`src/rtl/web_pkg.sv`:
```
// Shared types, cost tables and adder-subtractor helpers for the web-shooter fire path.
package web_pkg;

    typedef enum logic [2:0] {
        IDLE     = 3'd0,
        CHECK    = 3'd1,
        DEBIT    = 3'd2,
        RESP     = 3'd3,
        WAIT_LOW = 3'd4
    } web_state_e;

    localparam int WEB_T0 = 0;
    localparam int WEB_T1 = 1;
    localparam int WEB_T2 = 2;
    localparam int WEB_T3 = 3;
    localparam int WEB_T4 = 4;
    localparam int WEB_T5 = 5;
    localparam int WEB_T6 = 6;
    localparam int WEB_T7 = 7;
    localparam int REFILL_IDX = WEB_T7;

    localparam logic [7:0] E_COST [8] = '{8'd4, 8'd8, 8'd12, 8'd16, 8'd20, 8'd24, 8'd32, 8'd40};
    localparam logic [5:0] T_COST [8] = '{6'd0, 6'd0, 6'd0, 6'd1, 6'd1, 6'd2, 6'd2, 6'd0};
    localparam logic [3:0] F_COST [8] = '{4'd1, 4'd1, 4'd2, 4'd2, 4'd3, 4'd3, 4'd4, 4'd0};

    // Ripple adder-subtractors: sub=1 gives a + ~b + 1, i.e. a - b.
    function automatic logic [7:0] addsub8(input logic [7:0] a, input logic [7:0] b, input logic sub);
        return a + (sub ? ~b : b) + {7'd0, sub};
    endfunction

    function automatic logic [5:0] addsub6(input logic [5:0] a, input logic [5:0] b, input logic sub);
        return a + (sub ? ~b : b) + {5'd0, sub};
    endfunction

    function automatic logic [3:0] addsub4(input logic [3:0] a, input logic [3:0] b, input logic sub);
        return a + (sub ? ~b : b) + {3'd0, sub};
    endfunction

endpackage

```
`src/rtl/web_fire_controller_if.sv`:
```
// Fire-request handshake plus the resource-register load/enable bus.
interface web_fire_controller_if;
    logic       fire_req;
    logic [7:0] web_onehot;
    logic [7:0] energy_q;
    logic [5:0] tracer_q;
    logic [3:0] fluid_q;
    logic [7:0] energy_load;
    logic       energy_en;
    logic [5:0] tracer_load;
    logic       tracer_en;
    logic [3:0] fluid_load;
    logic       fluid_en;
    logic       fire_ack;
    logic       fire_ok;
    logic       busy;

    modport master (
        output fire_req, web_onehot, energy_q, tracer_q, fluid_q,
        input  energy_load, energy_en, tracer_load, tracer_en, fluid_load, fluid_en,
        input  fire_ack, fire_ok, busy
    );

    modport slave (
        input  fire_req, web_onehot, energy_q, tracer_q, fluid_q,
        output energy_load, energy_en, tracer_load, tracer_en, fluid_load, fluid_en,
        output fire_ack, fire_ok, busy
    );
endinterface

```
`src/rtl/web_cost_lookup.sv`:
```
// Combinational one-hot web type to resource cost decoder, shared with HUD logic.
module web_cost_lookup
    import web_pkg::*;
(
    input  logic [7:0] web_onehot,
    output logic [7:0] e_cost,
    output logic [5:0] t_cost,
    output logic [3:0] f_cost,
    output logic       valid,
    output logic       refill
);

    logic [2:0] sel_s;

    // Decode the select; anything other than exactly one set bit is invalid.
    always_comb begin
        sel_s = 3'd0;
        valid = 1'b0;
        case (web_onehot)
            8'h01:   begin sel_s = 3'(WEB_T0); valid = 1'b1; end
            8'h02:   begin sel_s = 3'(WEB_T1); valid = 1'b1; end
            8'h04:   begin sel_s = 3'(WEB_T2); valid = 1'b1; end
            8'h08:   begin sel_s = 3'(WEB_T3); valid = 1'b1; end
            8'h10:   begin sel_s = 3'(WEB_T4); valid = 1'b1; end
            8'h20:   begin sel_s = 3'(WEB_T5); valid = 1'b1; end
            8'h40:   begin sel_s = 3'(WEB_T6); valid = 1'b1; end
            8'h80:   begin sel_s = 3'(WEB_T7); valid = 1'b1; end
            default: begin sel_s = 3'd0;      valid = 1'b0; end
        endcase
    end

    // Invalid selections report zero cost so nothing downstream can act on them.
    always_comb begin
        e_cost = 8'd0;
        t_cost = 6'd0;
        f_cost = 4'd0;
        refill = 1'b0;
        if (valid) begin
            e_cost = E_COST[sel_s];
            t_cost = T_COST[sel_s];
            f_cost = F_COST[sel_s];
            refill = (sel_s == 3'(REFILL_IDX));
        end else begin
            refill = 1'b0;
        end
    end

endmodule

```
`src/rtl/web_fire_controller.sv`:
```
// Fire sequencer: checks resource cost for the requested web, debits or denies,
// and trickle-recharges energy while idle.
module web_fire_controller
    import web_pkg::*;
#(
    parameter int RECHARGE_PERIOD = 16,
    parameter int ENERGY_MAX      = 255,
    parameter int FLUID_MAX       = 15
) (
    input  logic                  clk,
    input  logic                  reset,
    web_fire_controller_if.slave  bus
);

    localparam int              CNT_W    = $clog2(RECHARGE_PERIOD);
    localparam logic [CNT_W-1:0] CNT_LAST = CNT_W'(RECHARGE_PERIOD - 1);
    localparam logic [7:0]      E_MAX_C  = 8'(ENERGY_MAX);
    localparam logic [3:0]      F_MAX_C  = 4'(FLUID_MAX);

    web_state_e       state_r;
    logic [7:0]       web_r;
    logic [CNT_W-1:0] cnt_r;
    logic             ok_r;
    logic [7:0]       energy_load_r;
    logic             energy_en_r;
    logic [5:0]       tracer_load_r;
    logic             tracer_en_r;
    logic [3:0]       fluid_load_r;
    logic             fluid_en_r;
    logic             fire_ack_r;
    logic             fire_ok_r;
    logic             busy_r;

    logic [7:0] e_cost_s;
    logic [5:0] t_cost_s;
    logic [3:0] f_cost_s;
    logic       valid_s;
    logic       refill_s;
    logic       ok_s;

    web_cost_lookup u_cost_lookup (
        .web_onehot (web_r),
        .e_cost     (e_cost_s),
        .t_cost     (t_cost_s),
        .f_cost     (f_cost_s),
        .valid      (valid_s),
        .refill     (refill_s)
    );

    assign ok_s = valid_s
                  && (bus.energy_q >= e_cost_s)
                  && (bus.tracer_q >= t_cost_s)
                  && (bus.fluid_q  >= f_cost_s);

    // Main sequencer; enables, ack and ok are single-cycle strobes defaulting low.
    // A deny still spends the DEBIT slot (with no enables) so both outcomes ack at the same latency.
    always_ff @(posedge clk or negedge reset) begin
        if (!reset) begin
            state_r       <= IDLE;
            web_r         <= 8'd0;
            cnt_r         <= {CNT_W{1'b0}};
            ok_r          <= 1'b0;
            energy_load_r <= 8'd0;
            energy_en_r   <= 1'b0;
            tracer_load_r <= 6'd0;
            tracer_en_r   <= 1'b0;
            fluid_load_r  <= 4'd0;
            fluid_en_r    <= 1'b0;
            fire_ack_r    <= 1'b0;
            fire_ok_r     <= 1'b0;
            busy_r        <= 1'b0;
        end else begin
            energy_load_r <= 8'd0;
            energy_en_r   <= 1'b0;
            tracer_load_r <= 6'd0;
            tracer_en_r   <= 1'b0;
            fluid_load_r  <= 4'd0;
            fluid_en_r    <= 1'b0;
            fire_ack_r    <= 1'b0;
            fire_ok_r     <= 1'b0;
            case (state_r)
                IDLE: begin
                    if (bus.fire_req) begin
                        web_r   <= bus.web_onehot;
                        state_r <= CHECK;
                        busy_r  <= 1'b1;
                    end else if (cnt_r == CNT_LAST) begin
                        cnt_r <= {CNT_W{1'b0}};
                        if (bus.energy_q < E_MAX_C) begin
                            energy_en_r   <= 1'b1;
                            energy_load_r <= addsub8(bus.energy_q, 8'd1, 1'b0);
                        end
                    end else begin
                        cnt_r <= cnt_r + CNT_W'(1);
                    end
                end
                CHECK: begin
                    ok_r    <= ok_s;
                    state_r <= DEBIT;
                    if (ok_s) begin
                        energy_en_r   <= 1'b1;
                        tracer_en_r   <= 1'b1;
                        fluid_en_r    <= 1'b1;
                        energy_load_r <= addsub8(bus.energy_q, e_cost_s, 1'b1);
                        tracer_load_r <= addsub6(bus.tracer_q, t_cost_s, 1'b1);
                        fluid_load_r  <= refill_s ? F_MAX_C : addsub4(bus.fluid_q, f_cost_s, 1'b1);
                    end
                end
                DEBIT: begin
                    fire_ack_r <= 1'b1;
                    fire_ok_r  <= ok_r;
                    state_r    <= RESP;
                end
                RESP: begin
                    cnt_r   <= {CNT_W{1'b0}};
                    state_r <= WAIT_LOW;
                end
                WAIT_LOW: begin
                    if (!bus.fire_req) begin
                        state_r <= IDLE;
                        busy_r  <= 1'b0;
                    end
                end
                default: begin
                    state_r <= IDLE;
                    busy_r  <= 1'b0;
                end
            endcase
        end
    end

    assign bus.energy_load = energy_load_r;
    assign bus.energy_en   = energy_en_r;
    assign bus.tracer_load = tracer_load_r;
    assign bus.tracer_en   = tracer_en_r;
    assign bus.fluid_load  = fluid_load_r;
    assign bus.fluid_en    = fluid_en_r;
    assign bus.fire_ack    = fire_ack_r;
    assign bus.fire_ok     = fire_ok_r;
    assign bus.busy        = busy_r;

endmodule

```
`src/flat_wrapper.sv`:
```
// flat-port wrapper written by rule: the top's interface ports become plain ports
module web_fire_controller_flat import web_pkg::*;
#(
    parameter int RECHARGE_PERIOD = 16,
    parameter int ENERGY_MAX      = 255,
    parameter int FLUID_MAX       = 15
)
  (clk, reset, bus_fire_req, bus_web_onehot, bus_energy_q, bus_tracer_q, bus_fluid_q, bus_energy_load, bus_energy_en, bus_tracer_load, bus_tracer_en, bus_fluid_load, bus_fluid_en, bus_fire_ack, bus_fire_ok, bus_busy);
  web_fire_controller_if bus_i ();
  input  logic clk;
  input  logic reset;
  input wire logic [$bits(bus_i.fire_req)-1:0] bus_fire_req;
  input wire logic [$bits(bus_i.web_onehot)-1:0] bus_web_onehot;
  input wire logic [$bits(bus_i.energy_q)-1:0] bus_energy_q;
  input wire logic [$bits(bus_i.tracer_q)-1:0] bus_tracer_q;
  input wire logic [$bits(bus_i.fluid_q)-1:0] bus_fluid_q;
  output wire logic [$bits(bus_i.energy_load)-1:0] bus_energy_load;
  output wire logic [$bits(bus_i.energy_en)-1:0] bus_energy_en;
  output wire logic [$bits(bus_i.tracer_load)-1:0] bus_tracer_load;
  output wire logic [$bits(bus_i.tracer_en)-1:0] bus_tracer_en;
  output wire logic [$bits(bus_i.fluid_load)-1:0] bus_fluid_load;
  output wire logic [$bits(bus_i.fluid_en)-1:0] bus_fluid_en;
  output wire logic [$bits(bus_i.fire_ack)-1:0] bus_fire_ack;
  output wire logic [$bits(bus_i.fire_ok)-1:0] bus_fire_ok;
  output wire logic [$bits(bus_i.busy)-1:0] bus_busy;
  assign bus_i.fire_req = bus_fire_req;
  assign bus_i.web_onehot = bus_web_onehot;
  assign bus_i.energy_q = bus_energy_q;
  assign bus_i.tracer_q = bus_tracer_q;
  assign bus_i.fluid_q = bus_fluid_q;
  assign bus_energy_load = bus_i.energy_load;
  assign bus_energy_en = bus_i.energy_en;
  assign bus_tracer_load = bus_i.tracer_load;
  assign bus_tracer_en = bus_i.tracer_en;
  assign bus_fluid_load = bus_i.fluid_load;
  assign bus_fluid_en = bus_i.fluid_en;
  assign bus_fire_ack = bus_i.fire_ack;
  assign bus_fire_ok = bus_i.fire_ok;
  assign bus_busy = bus_i.busy;
  web_fire_controller #(.RECHARGE_PERIOD(RECHARGE_PERIOD), .ENERGY_MAX(ENERGY_MAX), .FLUID_MAX(FLUID_MAX)) u_core (.clk(clk), .reset(reset), .bus(bus_i));
endmodule
```
`config.mk`:
```
export PLATFORM = sky130hd
export DESIGN_NAME = web_fire_controller_flat
export DESIGN_NICKNAME = d
export VERILOG_FILES = /design/src/rtl/web_pkg.sv /design/src/rtl/web_fire_controller_if.sv /design/src/rtl/web_cost_lookup.sv /design/src/rtl/web_fire_controller.sv /design/src/flat_wrapper.sv
export SDC_FILE = /design/constraint.sdc
export NUM_CORES = 1
export LEC_CHECK = 0
export CAP_MARGIN = 15
export CORE_AREA = 2 2 103 65
export CTS_CLUSTER_SIZE = 12
export DETAILED_ROUTE_END_ITERATION = 8
export DIE_AREA = 0 0 105 67
export GPL_TIMING_DRIVEN = 0
export PLACE_DENSITY = 0.67
export RECOVER_POWER = 25
export SETUP_SLACK_MARGIN = 0.2
export SLEW_MARGIN = 20
export SYNTH_ARGS = -nofsm -noshare
export SYNTH_HDL_FRONTEND = slang
export SYNTH_SLANG_ARGS = --single-unit
export TNS_END_PERCENT = 100
```
`constraint.sdc`:
```
create_clock -name clk -period 2.86 [get_ports clk]
set_input_delay 0.429 -clock clk [delete_from_list [all_inputs] [get_ports clk]]
set_output_delay 0.429 -clock clk [all_outputs]
set_load 0.01 [all_outputs]
```
* Word level (Yosys, flattened, before mapping)
Memories as Yosys holds them, arrays and structs flattened. Index checks and enable logic that the tools add are counted.
Storage, ports and cells: word-level logic and storage cells 100, memories 3, input bits 29, flip-flop bits (word level) 39, memory bits (read-only) 144
Operators by class: bitwise gates (word level) 5, $lt $le $gt $ge 5, eq/ne operators 17, add/sub/neg operators 8, multiplexer cells 39, reduce and logical (&&, ||, !) cells 11
Memory list:
- (name not given) | words 8, width 8, rd ports 1, clocked after Yosys merged registers in 0, wr ports 0, RTL line web_cost_lookup.sv:39 | e_cost = E_COST[sel_s];
- (name not given) | words 8, width 6, rd ports 1, clocked after Yosys merged registers in 0, wr ports 0, RTL line web_cost_lookup.sv:40 | t_cost = T_COST[sel_s];
- (name not given) | words 8, width 4, rd ports 1, clocked after Yosys merged registers in 0, wr ports 0, RTL line web_cost_lookup.sv:41 | f_cost = F_COST[sel_s];
Operators with widths (count):
- two-way mux 8 bit | 7
- two-way mux 4 bit | 8
- two-way mux 6 bit | 5
- case mux 3 bit (7 select lines) | 1
- adder 8 x 1 -> 8 bit, second input constant | 2
- case mux 8 bit (2 select lines) | 1
- case mux 3 bit (5 select lines) | 1
- two-way mux 1 bit | 11
- adder 4 x 1 -> 4 bit, second input constant | 2
- adder 8 bit | 1
- == test 8 x 1 -> 1 bit, second input constant | 1
- == test 8 x 2 -> 1 bit, second input constant | 1
- == test 8 x 3 -> 1 bit, second input constant | 1
- == test 8 x 4 -> 1 bit, second input constant | 1
- == test 8 x 5 -> 1 bit, second input constant | 1
- == test 8 x 6 -> 1 bit, second input constant | 1
- == test 8 x 7 -> 1 bit, second input constant | 1
- == test 8 bit, second input constant | 1
- >= comparator 8 bit | 1
- < comparator 8 bit, second input constant | 1
- inverter 8 bit | 1
- case mux 4 bit (2 select lines) | 1
- OR reduction 8 bit | 1
- adder 6 x 1 -> 6 bit, second input constant | 1
- other kinds (23) | 32

* Logic depth before layout (Yosys ltp)
Gate-level depths: netlist of the first run.
word-level depth 13, gate-level depth with buffers 15, gate-level depth less buffers 12

* Cells and area by module
From an unflattened synthesis of the first run, not the netlist that was laid out.
Unflattened totals: cells, all modules 313, area, all modules 2839.0 um2
By module, submodules not included:
- web_fire_controller | instances 1, cells each 248, area an instance 2417.3 um2
- web_cost_lookup | instances 1, cells each 65, area an instance 421.7 um2

* Worst setup path before layout of the first run
OpenSTA, ideal clock, no wires.
kind register to register, start point register u_core.web_r[3], end point register u_core.energy_load_r[5], in the netlist u_core.bus.energy_load[5], period minus slack after synthesis 3.154 ns, cell stages (with the launch flop) 14, path buffers 2, data arrival time 3.058 ns, slack -0.294 ns, required time 2.764 ns, setup time 0.096 ns, cell sequence dfrtp_1 buf_2 xor2_1 a211oi_1 o22ai_1 buf_2 and3_1 ha_1 fa_1 a21bo_2 a211oi_1 a211oi_4 nand2_4 o32ai_2
On the way: word-level cells in the longest chain between the ends 13
RTL lines:
- start, declared | RTL line web_fire_controller.sv:21 | logic [7:0] web_r;
- start signal, assigned | RTL line web_fire_controller.sv:84 | web_r <= bus.web_onehot;
- parallel branches: the longest is 11 deep, another holds memory read (8 x 8 bit)
- two-way mux 8 bit (*) | RTL line web_fire_controller.sv:100 | if (ok_s) begin
- case mux 8 bit (2 select lines) (*) | RTL line web_fire_controller.sv:81 | case (state_r)
- end signal, assigned | RTL line web_fire_controller.sv:91 | energy_load_r <= addsub8(bus.energy_q, 8'd1, 1'b0);
- end signal, assigned | RTL line web_fire_controller.sv:104 | energy_load_r <= addsub8(bus.energy_q, e_cost_s, 1'b1);
- end, declared | RTL line web_fire_controller.sv:24 | logic [7:0] energy_load_r;
Every way passes the cells marked *. The select of a mux whose other input is x is not followed. A chain may end at the register's enable or synchronous reset.

* Worst setup path in the final report of the first run
start point register u_core.web_r[1], end point register u_core.fluid_load_r[1], in the netlist u_core.bus.fluid_load[1]
On the way: word-level cells in the longest chain between the ends 13
RTL lines:
- == test 8 bit, or another cell as far along | RTL line web_cost_lookup.sv:19 | case (web_onehot)
- case mux 3 bit (7 select lines) | RTL line web_cost_lookup.sv:19
- inverter 3 -> 4 bit (implied by the code) | RTL line web_cost_lookup.sv:39, web_cost_lookup.sv:40, web_cost_lookup.sv:41
- memory read (8 x 4 bit) / memory read (8 x 8 bit) (equally long branches)
- two-way mux 4 bit (implied by the code) / two-way mux 8 bit (equally long branches) (2 in a row) | RTL line web_cost_lookup.sv:41, web_cost_lookup.sv:39
- two-way mux 4 bit / two-way mux 8 bit (equally long branches) | RTL line web_cost_lookup.sv:38 | if (valid) begin
- inverter 4 bit / >= comparator 8 bit (equally long branches) | RTL line web_pkg.sv:36, web_fire_controller.sv:51
- adder 4 bit / logical AND 1 bit (equally long branches) | RTL line web_pkg.sv:36, web_fire_controller.sv:51
- adder 4 x 1 -> 4 bit / logical AND 1 bit (equally long branches) | RTL line web_pkg.sv:36, web_fire_controller.sv:52
- two-way mux 4 bit / logical AND 1 bit (equally long branches) | RTL line web_fire_controller.sv:106, web_fire_controller.sv:53
- two-way mux 4 bit (*) | RTL line web_fire_controller.sv:100
- two-way mux 4 bit (*) | RTL line web_fire_controller.sv:81
- end signal, assigned | RTL line web_fire_controller.sv:106 | fluid_load_r <= refill_s ? F_MAX_C : addsub4(bus.fluid_q, f_cost_s, 1'b1);
- end, declared | RTL line web_fire_controller.sv:28 | logic [3:0] fluid_load_r;
Every way passes the cells marked *; elsewhere a longest branch is shown, timed or not. The select of a mux whose other input is x is not followed.

==> results of run 1 <==
[where the power goes]
part / internal, mW / switching, mW
combinational: 0.739 / 0.764
clock: 0.171 / 0.201
sequential: 0.683 / 0.0905
total: 1.59 / 1.06
[layout make-up]
type	instances	area (µm²)	area share, %
Clock inverter	2	12.51	0.3386
Buffer	13	126.4	3.420
Clock buffer	6	72.57	1.964
Timing Repair Buffer	81	777.0	21.03
Sequential cell	39	975.9	26.41
Inverter	14	52.55	1.422
Tap cell	84	105.1	2.845
Multi-Input combinational cell	173	1573	42.57
[through the flow]
step	setup WS, ns	hold slack (ns)	total power [mW]	cell area [µm²]
finish	-0.3012	0.2768	2.648	3695
global route	-0.4216	0.3634	2.833	3695
CTS	-0.2610	0.09797	2.576	3611
detailed placement	-0.4486	0.4186	1.945	3172
global placement	-0.4052	0.4562	1.910	3149
floorplan	-0.09618	0.1334	1.654	2524
[worst min path at each step]
| stage | start | end | slack (ns) | depth (start not counted) |
|---|---|---|---|---|
| final | reset | u_core.state_r[1] | 0.28 | 1 |
| after floorplan | reset | u_core.bus.busy | 0.13 | 0 |
| after global routing | reset | u_core.cnt_r[0] | 0.36 | 1 |
| after detailed placement | reset | u_core.state_r[1] | 0.42 | 1 |
| after CTS | reset | u_core.state_r[1] | 0.1 | 1 |
| after global placement | u_core.ok_r | u_core.ok_r | 0.46 | 2 |
[routing by layer]
metal	vias up	share of wire, %	global-route usage (%)
met5	-	0	0
met4	0	1.1	5.833
met3	8	6.7	4.599
met2	62	43	28.90
met1	977	49	26.07
li1	1026	-	-
[cell usage in the layout, fill, tap and decap left out, drive strengths merged, types with 9 or more instances in the layout]
cell type and n:
clkdlybuf4s50 51, dfrtp 39, buf 39, nor2 22
inv 14, nand2 13, ha 13, xnor2 11
a21oi 11, clkbuf 10, o21ai 9, nor3 9
[logic make-up after synthesis]
logic type	Yosys count
and+or+nand+nor	78
AOI/OAI and AO/OA	51
DFF	39
buffers and inverters	27
xor gates and xnor gates	19
adders and majority gates	17
muxes	8
[state kept, by name (all words and copies together) (netlist names), 3 cells and up]
signal                  cells
u_core.bus.energy_load      8
u_core.bus.fluid_load       4
u_core.bus.tracer_load      6
u_core.cnt_r                4
u_core.state_r              3
u_core.web_r                8
[repair_timing]
item / 4_1_cts / 5_1_grt
endpoints found under the hold margin: 0 / 0
gates resized for setup: 32 / 16
gates cloned: 1 / 0
setup buffers: 23 / 4
pin swaps: 26 / 19
setup endpoints to repair: 21 / 21
[cells in the mapped netlist (2+ instances only)]
cell,n
nand2b_1,2
nand3_1,7
a21oi_1,9
nand4_1,3
clkbuf_1,3
o21a_1,4
a21oi_2,2
mux2_2,8
fa_1,3
nor4_1,3
o22ai_1,4
dfrtp_1,39
nor4b_1,4
buf_2,8
nor2_1,22
xnor2_1,11
nand2_1,12
ha_1,13
nor3_1,8
xor2_1,8
a211oi_1,5
inv_1,14
a21o_1,5
o21ai_0,9
and3_1,8
a22oi_1,3
==> impl_metrics.py, run 1 <==
metrics = {
    "yosys": {
        "ys_seq_elements": 39,
        "synth_flop_cell": "dfrtp_1",
        "synthMuxAreaShare_pct": 3.793,
        "synthCells": 239,
        "synth.avg_cell_area_um2": 9.936,
        "synthArstFlopShare_pct": 100.0,
        "synthesis.nets": 284,
        "synth_xor_area_share_pct": 7.007,
        "netlist_top_cells_area": "dfrtp_1 (41%), ha_1 (6.8%), xnor2_1 (4.1%)",
        "synth.largest_area_cell": "dfrtp_1",
        "synth_adder_area_share_pct": 9.800,
        "synth_top_family_by_area": "simple AND/OR/NAND/NOR gates",
        "synth_edf_count": 0,
        "netlist_area_mm2": 0.002375,
        "synth_warnings": 0,
        "synth_top_area_share_pct": 41.10,
        "synth.distinct_cells": 48,
        "synth-compound-area-share_pct": 15.28,
        "seq_area_frac_synth_pct": 41.10,
        "synth_simple_gate_area_share_pct": 17.86,
    },
    "final_layout": {
        "layout.nets": 372,
        "drive_above_1_share_pct": 32.32,
        "fin_cells": 412,
        "fill_cells": 532,
        "antenna_cells": 0,
        "final_core_util_pct": 61.57,
        "area_growth_syn_to_layout_pct": 55.58,
    },
    "status": {
        "status": "finished with violations",
        "violations": "setup timing",
    },
    "sta": {
        "fmax_ghz": 0.3163,
        "worst_slack_ns": -0.3012,
        "drv_slew": 0,
        "slew_headroom_pct": 23.23,
        "tns_ns": -4.967,
        "rsz0062_at_grt": "true",
        "setup_viol": 21,
        "worst_pin_slew_ns": 1.151,
        "post-route-period-util_pct": 110.5,
        "fin_skew_ns": 0.006677,
        "finalHoldViolations": 0,
        "timing.final.crit_period_ns": 3.161,
    },
    "critical_path": {
        "worstPathRequired_ns": 3.08,
        "crit_path_max_fanout": 8,
        "path_depth": 15,
        "r2r-end": "u_core.bus.fluid_load[1]",
        "cp_slowest_cell": "dfrtp_1",
        "reg2reg_from": "u_core.web_r[1]",
        "cp_top_family": "simple AND/OR/NAND/NOR gates",
        "path_class": "reg -> reg",
        "setup.worst_path.end": "u_core.bus.fluid_load[1]",
        "startpoint_type": "register",
        "cp-end-kind": "register",
        "worstPathArrival_ns": 3.38,
        "ff2ff_path_depth": 15,
        "max_stage_delay_ns": 0.39,
        "critPathBufInv": 4,
        "critPathLaunch": "u_core.web_r[1]",
        "reg2reg_slack_ns": -0.30,
        "path_cells": "buf_8, buf_6, nor4_4, nand3_2, nand2_2, ha_4, or3_4, ha_4, a211oi_2, a21o_1, a211oi_4, nand2_4, buf_12, buf_8, a21oi_4",
    },
    "clock_tree": {
        "clock_latency_ns": 0.30,
        "cts_hold_buf": 0,
        "clock-root-buffer": "clkbuf_8",
        "cts_buffers": 5,
        "numClockSinks": 39,
        "clockBufferDepth": 2,
        "clk_pin_slew_worst_paths_ns": 0.08,
        "cts_tree": "done",
        "h-tree-depth": 2,
    },
    "grt": {
        "grt_pass1_vias": 1993,
        "grt_pass1_wl_mm": 10.01,
        "grt_max_degree": 23,
        "grt_overflow": 0,
        "antenna_found_initial": 0,
        "grt_use_total_pct": 18.76,
    },
    "pwr": {
        "power_density_mw_per_mm2": 716.8,
        "power.leakage_nw": 1.525,
        "irDropWorstVdd_mv": 0.4468,
    },
    "floorplanning": {
        "die_w_um": 105,
        "initial_core_util_pct": 39.57,
        "core_mm2": 0.006001,
        "die_y_um": 67,
        "io-pin-count": 53,
        "rows": 22,
        "dieArea_mm2": 0.007035,
    },
    "detailed_routing": {
        "viasPerCell": 5.032,
        "drc": 0,
        "dr.pass1.iters": 4,
        "ant_nets": 0,
        "routed_wl_mm": 6.181,
        "dr_total_vias": 2073,
        "detail_route.wl_per_cell_um": 15.00,
        "drtIter0Drc": 73,
    },
    "place": {
        "hpwlAfterDp_mm": 4.283,
        "gp_congestion": 0.8363,
        "dp_cells": 376,
        "io_buffers": 52,
    },
    "flow_run": {
        "maxCapViolCount": 0,
    },
    "min_path": {
        "hp-class": "in -> async",
    },
}
Power figures use the tool's default switching activity.
==> inputs of run 2 (changes only) <==
--- a/config.mk
+++ b/config.mk
@@ -5,17 +5,19 @@
 export SDC_FILE = /design/constraint.sdc
 export NUM_CORES = 1
 export LEC_CHECK = 0
+export ABC_AREA = 1
 export CAP_MARGIN = 15
-export CORE_AREA = 2 2 103 65
+export CORE_AREA = 2 2 116 73
 export CTS_CLUSTER_SIZE = 12
 export DETAILED_ROUTE_END_ITERATION = 8
-export DIE_AREA = 0 0 105 67
+export DIE_AREA = 0 0 118 75
+export GPL_ROUTABILITY_DRIVEN = 0
 export GPL_TIMING_DRIVEN = 0
-export PLACE_DENSITY = 0.67
 export RECOVER_POWER = 25
 export SETUP_SLACK_MARGIN = 0.2
 export SLEW_MARGIN = 20
 export SYNTH_ARGS = -nofsm -noshare
 export SYNTH_HDL_FRONTEND = slang
+export SYNTH_HIERARCHICAL = 1
 export SYNTH_SLANG_ARGS = --single-unit
 export TNS_END_PERCENT = 100
==> run 2 against run 1 <==
Effect of this change: the flow now finishes without violations; first-iteration DRC count is 42% higher; routed wire length grew 11%; setup slack gained 0.62 ns; die area rose by 26%; power shrank 4.3%; sequential share of layout area down 2.1 points; global-route usage fell by 2.3 points; hold slack improved by 0.044 ns; register-to-register slack improved by 0.62 ns; clock skew shrank 0.0036 ns.
==> impl_metrics.py, run 2 <==
metrics = {
    "final_layout": {
        "area_growth_syn_to_layout_pct": 33.18,
        "layout_commonest_cell": "nand2_1",
        "seq_area_um2": 980.9,
        "drive_above_1_share_pct": 20.95,
        "antenna_cells": 0,
        "fin_cells": 590,
        "final_core_util_pct": 52.13,
        "fill_cells": 761,
        "final_cell_mix": "nand2_1 (96), inv_1 (70), clkdlybuf4s50_1 (51), dfrtp_1 (35), nor2_1 (25)",
        "layout.nets": 533,
        "multi_input_area_mm2": 0.001770,
    },
    "critical_path": {
        "cp_slowest_cell": "dfrtp_2",
        "worstPathRequired_ns": 3.08,
        "worstPathArrival_ns": 2.76,
        "path_cells": "nor2_4, nor2_4, nand2_4, nor2_8, nor2_4, a21oi_1, ha_2, fa_2, nand3b_1, nand3_2, inv_1, nor2_2, nand2_2, buf_8, nor2_4",
        "startpoint_type": "register",
        "reg2reg_from": "u_core/web_r[6]",
        "cp-end-kind": "register",
        "cpMostUsedCell": "nor2_4",
        "ff2ff_path_depth": 15,
        "path_class": "reg -> reg",
        "r2r-end": "u_core/bus.tracer_load[3]",
        "reg2reg_slack_ns": 0.32,
        "max_stage_delay_ns": 0.45,
        "crit_path_max_fanout": 10,
        "cp_top_family": "simple AND/OR/NAND/NOR gates",
        "critPathBufInv": 2,
    },
    "yosys": {
        "seq_area_frac_synth_pct": 32.27,
        "synth_adder_area_share_pct": 10.26,
        "synthMuxAreaShare_pct": 2.979,
        "synth_top_family_by_area": "simple AND/OR/NAND/NOR gates",
        "synth.largest_area_cell": "dfrtp_1",
        "synth_top_area_share_pct": 32.27,
        "yosys-top-cells-count": "nand2_1 (99), inv_1 (74), dfrtp_1 (39)",
        "synth_edf_count": 0,
        "synthArstFlopShare_pct": 100.0,
        "netlist_area_mm2": 0.003024,
        "synth_xor_area_share_pct": 3.186,
        "synth_flop_cell": "dfrtp_1",
        "synth-compound-area-share_pct": 5.172,
        "synth.avg_cell_area_um2": 7.486,
        "yosysMostFrequentCell": "nand2_1",
        "synthCells": 404,
        "netlist_top_cells_area": "dfrtp_1 (32%), nand2_1 (12%), inv_1 (9.2%)",
        "synth.distinct_cells": 35,
        "synth_simple_gate_area_share_pct": 32.97,
        "ys_seq_elements": 39,
        "synth_warnings": 6,
    },
    "clock_tree": {
        "clockBufferDepth": 2,
        "numClockSinks": 39,
        "h-tree-depth": 2,
        "cts_buffers": 5,
        "clock_latency_ns": 0.28,
        "cts_hold_buf": 0,
        "clk_pin_slew_worst_paths_ns": 0.06,
        "cts_tree": "done",
        "clock-root-buffer": "clkbuf_16",
    },
    "pwr": {
        "power_frac_comb_pct": 46.9,
        "power_density_mw_per_mm2": 629.5,
        "irDropWorstVdd_mv": 0.4417,
        "p_int_mw": 1.498,
        "power_frac_clock_pct": 21.1,
        "seq_power_share_pct": 31.9,
        "switching_share_pct": 40.94,
        "netSwitchingPower_mw": 1.038,
        "power.leakage_nw": 2.095,
    },
    "detailed_routing": {
        "routed_wl_mm": 6.866,
        "drc": 0,
        "drtIter0Drc": 104,
        "viasPerCell": 4.481,
        "ant_nets": 0,
        "detail_route.wl_per_cell_um": 11.64,
        "dr_total_vias": 2644,
        "dr.pass1.iters": 4,
    },
    "grt": {
        "antenna_found_initial": 0,
        "grt_overflow": 0,
        "grt_pass1_vias": 2539,
        "grt_max_degree": 21,
        "grt_use_total_pct": 16.46,
        "grt_pass1_wl_mm": 11.49,
    },
    "sta": {
        "slew_headroom_pct": 26.62,
        "tns_ns": 0,
        "drv_slew": 0,
        "worst_pin_slew_ns": 1.101,
        "timing.final.crit_period_ns": 2.544,
        "setup_viol": 0,
        "rsz0062_at_grt": "true",
        "finalHoldViolations": 0,
        "fin_skew_ns": 0.003066,
        "fmax_ghz": 0.3931,
        "post-route-period-util_pct": 88.95,
    },
    "floorplanning": {
        "io-pin-count": 53,
        "initial_core_util_pct": 39.14,
        "die_y_um": 75,
        "rows": 25,
        "dieArea_mm2": 0.008850,
        "die_w_um": 118,
        "core_mm2": 0.007726,
    },
    "place": {
        "dp_cells": 573,
        "hpwlAfterDp_mm": 5.384,
        "io_buffers": 52,
    },
    "status": {
        "status": "complete, no violations",
    },
    "flow_run": {
        "maxCapViolCount": 0,
    },
    "min_path": {
        "hp-class": "in -> async",
    },
}
[run 2: changes by cell type after synthesis, moves of 9 or more]
cell     change
inv_1       +60
nor2_2      +15
nand2_1     +87
buf_4        +9
nand3_1     +16
[run 2: final cells by class]
cell class	instances	share of cell area (%)
Multi-Input combinational cell	280	43.96
Sequential cell	39	24.36
Timing Repair Buffer	62	15.04
Inverter	82	7.642
Tap cell	108	3.355
Clock buffer	7	3.293
Buffer	11	2.237
Clock inverter	1	0.1243
[run 2: what timing repair did]
item,in CTS,in global routing
endpoints found under the setup margin,17,21
gates resized for setup,5,27
buffers inserted,0,9
pin swaps,1,10
[run 2: worst max-delay path by stage]
stage	slack (ns)	depth (start not counted)	startpoint	endpoint
after floorplan	0.52	15	u_core/web_r[7]	u_core/bus.tracer_load[3]
after global placement	0.17	15	u_core/web_r[7]	u_core/bus.tracer_load[3]
after detailed placement	0.15	15	u_core/web_r[7]	u_core/bus.tracer_load[3]
after CTS	0.25	17	u_core/web_r[2]	u_core/bus.energy_load[5]
after global routing	0.18	18	u_core/web_r[3]	u_core/bus.energy_load[2]
final	0.32	15	u_core/web_r[6]	u_core/bus.tracer_load[3]
[run 2: layer usage]
layer	global-route usage [%]	vias up	wire [µm]
met5	0	-	0
li1	-	1388	-
met1	22.99	1191	3562
met2	25.97	57	2875
met4	4.418	0	66
met3	4.015	8	361
[run 2: kinds of logic (layout without fill, tap and decap cells)]
group / Yosys count / count (layout)
buffers and inverters: 93 / 163
multiplexers: 8 / 8
flip-flops: 39 / 39
other: 1 / 9
AND/OR/NAND/NOR: 202 / 202
adder cells (fa/ha/maj): 23 / 23
AO/OA/AOI/OAI: 27 / 27
XOR/XNOR: 11 / 11
[run 2: power groups by stage]
stage | sequential (mW) | clock (mW) | combinational, mW
floorplan | 0.787 | 0 | 0.804
global placement | 0.797 | 0 | 1.03
detailed placement | 0.806 | 0 | 1.05
CTS | 0.803 | 0.550 | 1.07
global route | 0.828 | 0.577 | 1.34
finish | 0.810 | 0.536 | 1.19
[run 2: per-stage QoR]
step	power (mW)	hold WS (ns)	setup slack, ns	area [µm²]
after floorplan	1.591	0.1334	0.5160	3054
after global placement	1.826	0.4683	0.1716	3710
after detailed placement	1.860	0.4266	0.1530	3732
after CTS	2.421	0.1232	0.2474	3886
after global routing	2.747	0.4407	0.1762	4028
final	2.535	0.3209	0.3160	4028
==> inputs of run 3 (changes only) <==
--- a/config.mk
+++ b/config.mk
@@ -7,12 +7,13 @@
 export LEC_CHECK = 0
 export ABC_AREA = 1
 export CAP_MARGIN = 15
-export CORE_AREA = 2 2 116 73
+export CORE_AREA = 8 8 122 79
 export CTS_CLUSTER_SIZE = 12
 export DETAILED_ROUTE_END_ITERATION = 8
-export DIE_AREA = 0 0 118 75
+export DIE_AREA = 0 0 130 87
 export GPL_ROUTABILITY_DRIVEN = 0
 export GPL_TIMING_DRIVEN = 0
+export PLACE_DENSITY = 0.61
 export RECOVER_POWER = 25
 export SETUP_SLACK_MARGIN = 0.2
 export SLEW_MARGIN = 20
==> run 3 against run 2 <==
Effect of this change: via count shrank 1.4%; critical path depth grew 1; power grew 5.6%; core utilization shrank 1.7 points; largest cell class unchanged; highest routed layer unchanged; non-clock buffer count shrank 1.
==> impl_metrics.py, run 3 (synthesized netlist as in run 2, its figures left out) <==
metrics = {
    "clock_tree": {
        "numClockSinks": 39,
        "clockBufferDepth": 2,
        "clock_latency_ns": 0.28,
        "cts_tree": "done",
        "h-tree-depth": 2,
        "clock-root-buffer": "clkbuf_16",
        "clk_pin_slew_worst_paths_ns": 0.06,
        "cts_buffers": 5,
    },
    "floorplanning": {
        "io-pin-count": 53,
        "dieArea_mm2": 0.01131,
        "core_mm2": 0.008035,
        "die_w_um": 130,
        "rows": 26,
        "initial_core_util_pct": 37.64,
        "die_y_um": 87,
    },
    "sta": {
        "post-route-period-util_pct": 88.23,
        "fin_hold_ws_ns": 0.2848,
        "tns_ns": 0,
        "finalHoldViolations": 0,
        "fmax_ghz": 0.3963,
        "rsz0062_at_grt": "false",
        "fin_skew_ns": 0.003110,
        "setup_viol": 0,
        "timing.final.crit_period_ns": 2.523,
        "slew_headroom_pct": 22.58,
        "worst_pin_slew_ns": 1.161,
        "drv_slew": 0,
    },
    "grt": {
        "grt_overflow": 0,
        "grt_pass1_wl_mm": 11.47,
        "grt_use_total_pct": 12.63,
        "grt_max_degree": 22,
        "grt_pass1_vias": 2516,
        "antenna_found_initial": 0,
    },
    "detailed_routing": {
        "dr.pass1.iters": 4,
        "dr_total_vias": 2607,
        "routed_wl_mm": 6.953,
        "viasPerCell": 4.396,
        "detail_route.wl_per_cell_um": 11.73,
        "ant_nets": 0,
        "drtIter0Drc": 137,
        "drc": 0,
    },
    "critical_path": {
        "path_class": "reg -> reg",
        "crit_path_max_fanout": 10,
        "cp-end-kind": "register",
        "worstPathRequired_ns": 3.08,
        "worstPathArrival_ns": 2.74,
        "startpoint_type": "register",
    },
    "final_layout": {
        "antenna_cells": 0,
        "area_growth_syn_to_layout_pct": 33.88,
        "layout_commonest_cell": "nand2_1",
        "layout.nets": 532,
        "final_cell_mix": "nand2_1 (96), inv_1 (74), clkdlybuf4s50_1 (51), dfrtp_1 (35), nor2_1 (24)",
        "fill_cells": 794,
        "drive_above_1_share_pct": 20.17,
    },
    "min_path": {
        "hp-class": "in -> async",
    },
    "place": {
        "io_buffers": 52,
        "hpwlAfterDp_mm": 5.561,
    },
    "status": {
        "status": "complete, no violations",
    },
    "flow_run": {
        "maxCapViolCount": 0,
    },
    "pwr": {
        "irDropWorstVdd_mv": 0.3737,
        "power.leakage_nw": 2.111,
        "power_density_mw_per_mm2": 661.1,
    },
}
==> run 3: final cells by class <==
type                       instances  area, µm²  area share (%)
buffer                            11      90.09           2.225
tap                              112      140.1           3.461
timing repair buffer              61      575.6           14.22
multi-input combinational        280       1762           43.51
inverter                          82      307.8           7.602
sequential                        39      980.9           24.23
clock buffer                       5      125.1           3.090
clock inverter                     3      67.56           1.669
==> run 3: critical path, cell delays in order (launching register included) <==
cell      delay [ns]
dfrtp_2         0.41
inv_1           0.08
nand2_2         0.11
nor2_1          0.05
nand2_1         0.13
nand2_2         0.09
nor2_4          0.15
a21oi_1         0.11
ha_2            0.20
fa_2            0.35
nand3b_1        0.18
nand3_2         0.09
inv_1           0.05
nor2_2          0.11
nand2_2         0.09
buf_8           0.16
nor2_4          0.10
==> run 3: metal layers <==
metal | vias up | track usage, % | wire length (µm) | part of all wire [%]
met2 | 62 | 19.29 | 2931 | 42
met1 | 1152 | 17.11 | 3456 | 50
met3 | 8 | 3.545 | 513 | 7.4
li1 | 1385 | - | - | -
met4 | 0 | 3.145 | 52 | 0.75
met5 | - | 0 | 0 | 0
==> run 3: path summary, 6_finish.rpt <==
| check | start | endpoint | slack [ns] | cells past startpoint |
|---|---|---|---|---|
| max | u_core/web_r[7] | u_core/bus.tracer_load[3] | 0.34 | 16 |
| min | reset | u_core/bus.energy_load[6] | 0.28 | 1 |
| max reg2reg | u_core/web_r[7] | u_core/bus.tracer_load[3] | 0.34 | 16 |
| min reg2reg | u_core/ok_r | u_core/ok_r | 0.50 | 2 |
| max in group asynchronous | reset | u_core/web_r[7] | 0.92 | 2 |
| min in group clk | u_core/ok_r | u_core/ok_r | 0.50 | 2 |
==> run 3: what timing repair did <==
action	CTS	global route
gates resized for setup	5	19
endpoints found under the setup margin	18	19
setup buffers	1	7
hold buffers	0	0
pin swaps	1	7
==> run 3: where the power goes <==
| part | internal [mW] | switching (mW) |
|---|---|---|
| Clock | 0.500 | 0.233 |
| Combinational | 0.475 | 0.667 |
| Sequential | 0.676 | 0.127 |
==> run 3: metrics by stage <==
step                utilization [%]  total power [mW]  area, µm²  instances  worst slack, ns
floorplan                         -             1.591       3054        412           0.5160
global placement              46.23             1.822       3715        576           0.1962
detailed placement            46.51             1.851       3737        577           0.1555
CTS                           49.16             2.623       3950        586           0.2366
global route                  50.39             2.880       4049        593           0.1857
finish                        50.39             2.677       4049        593           0.3365
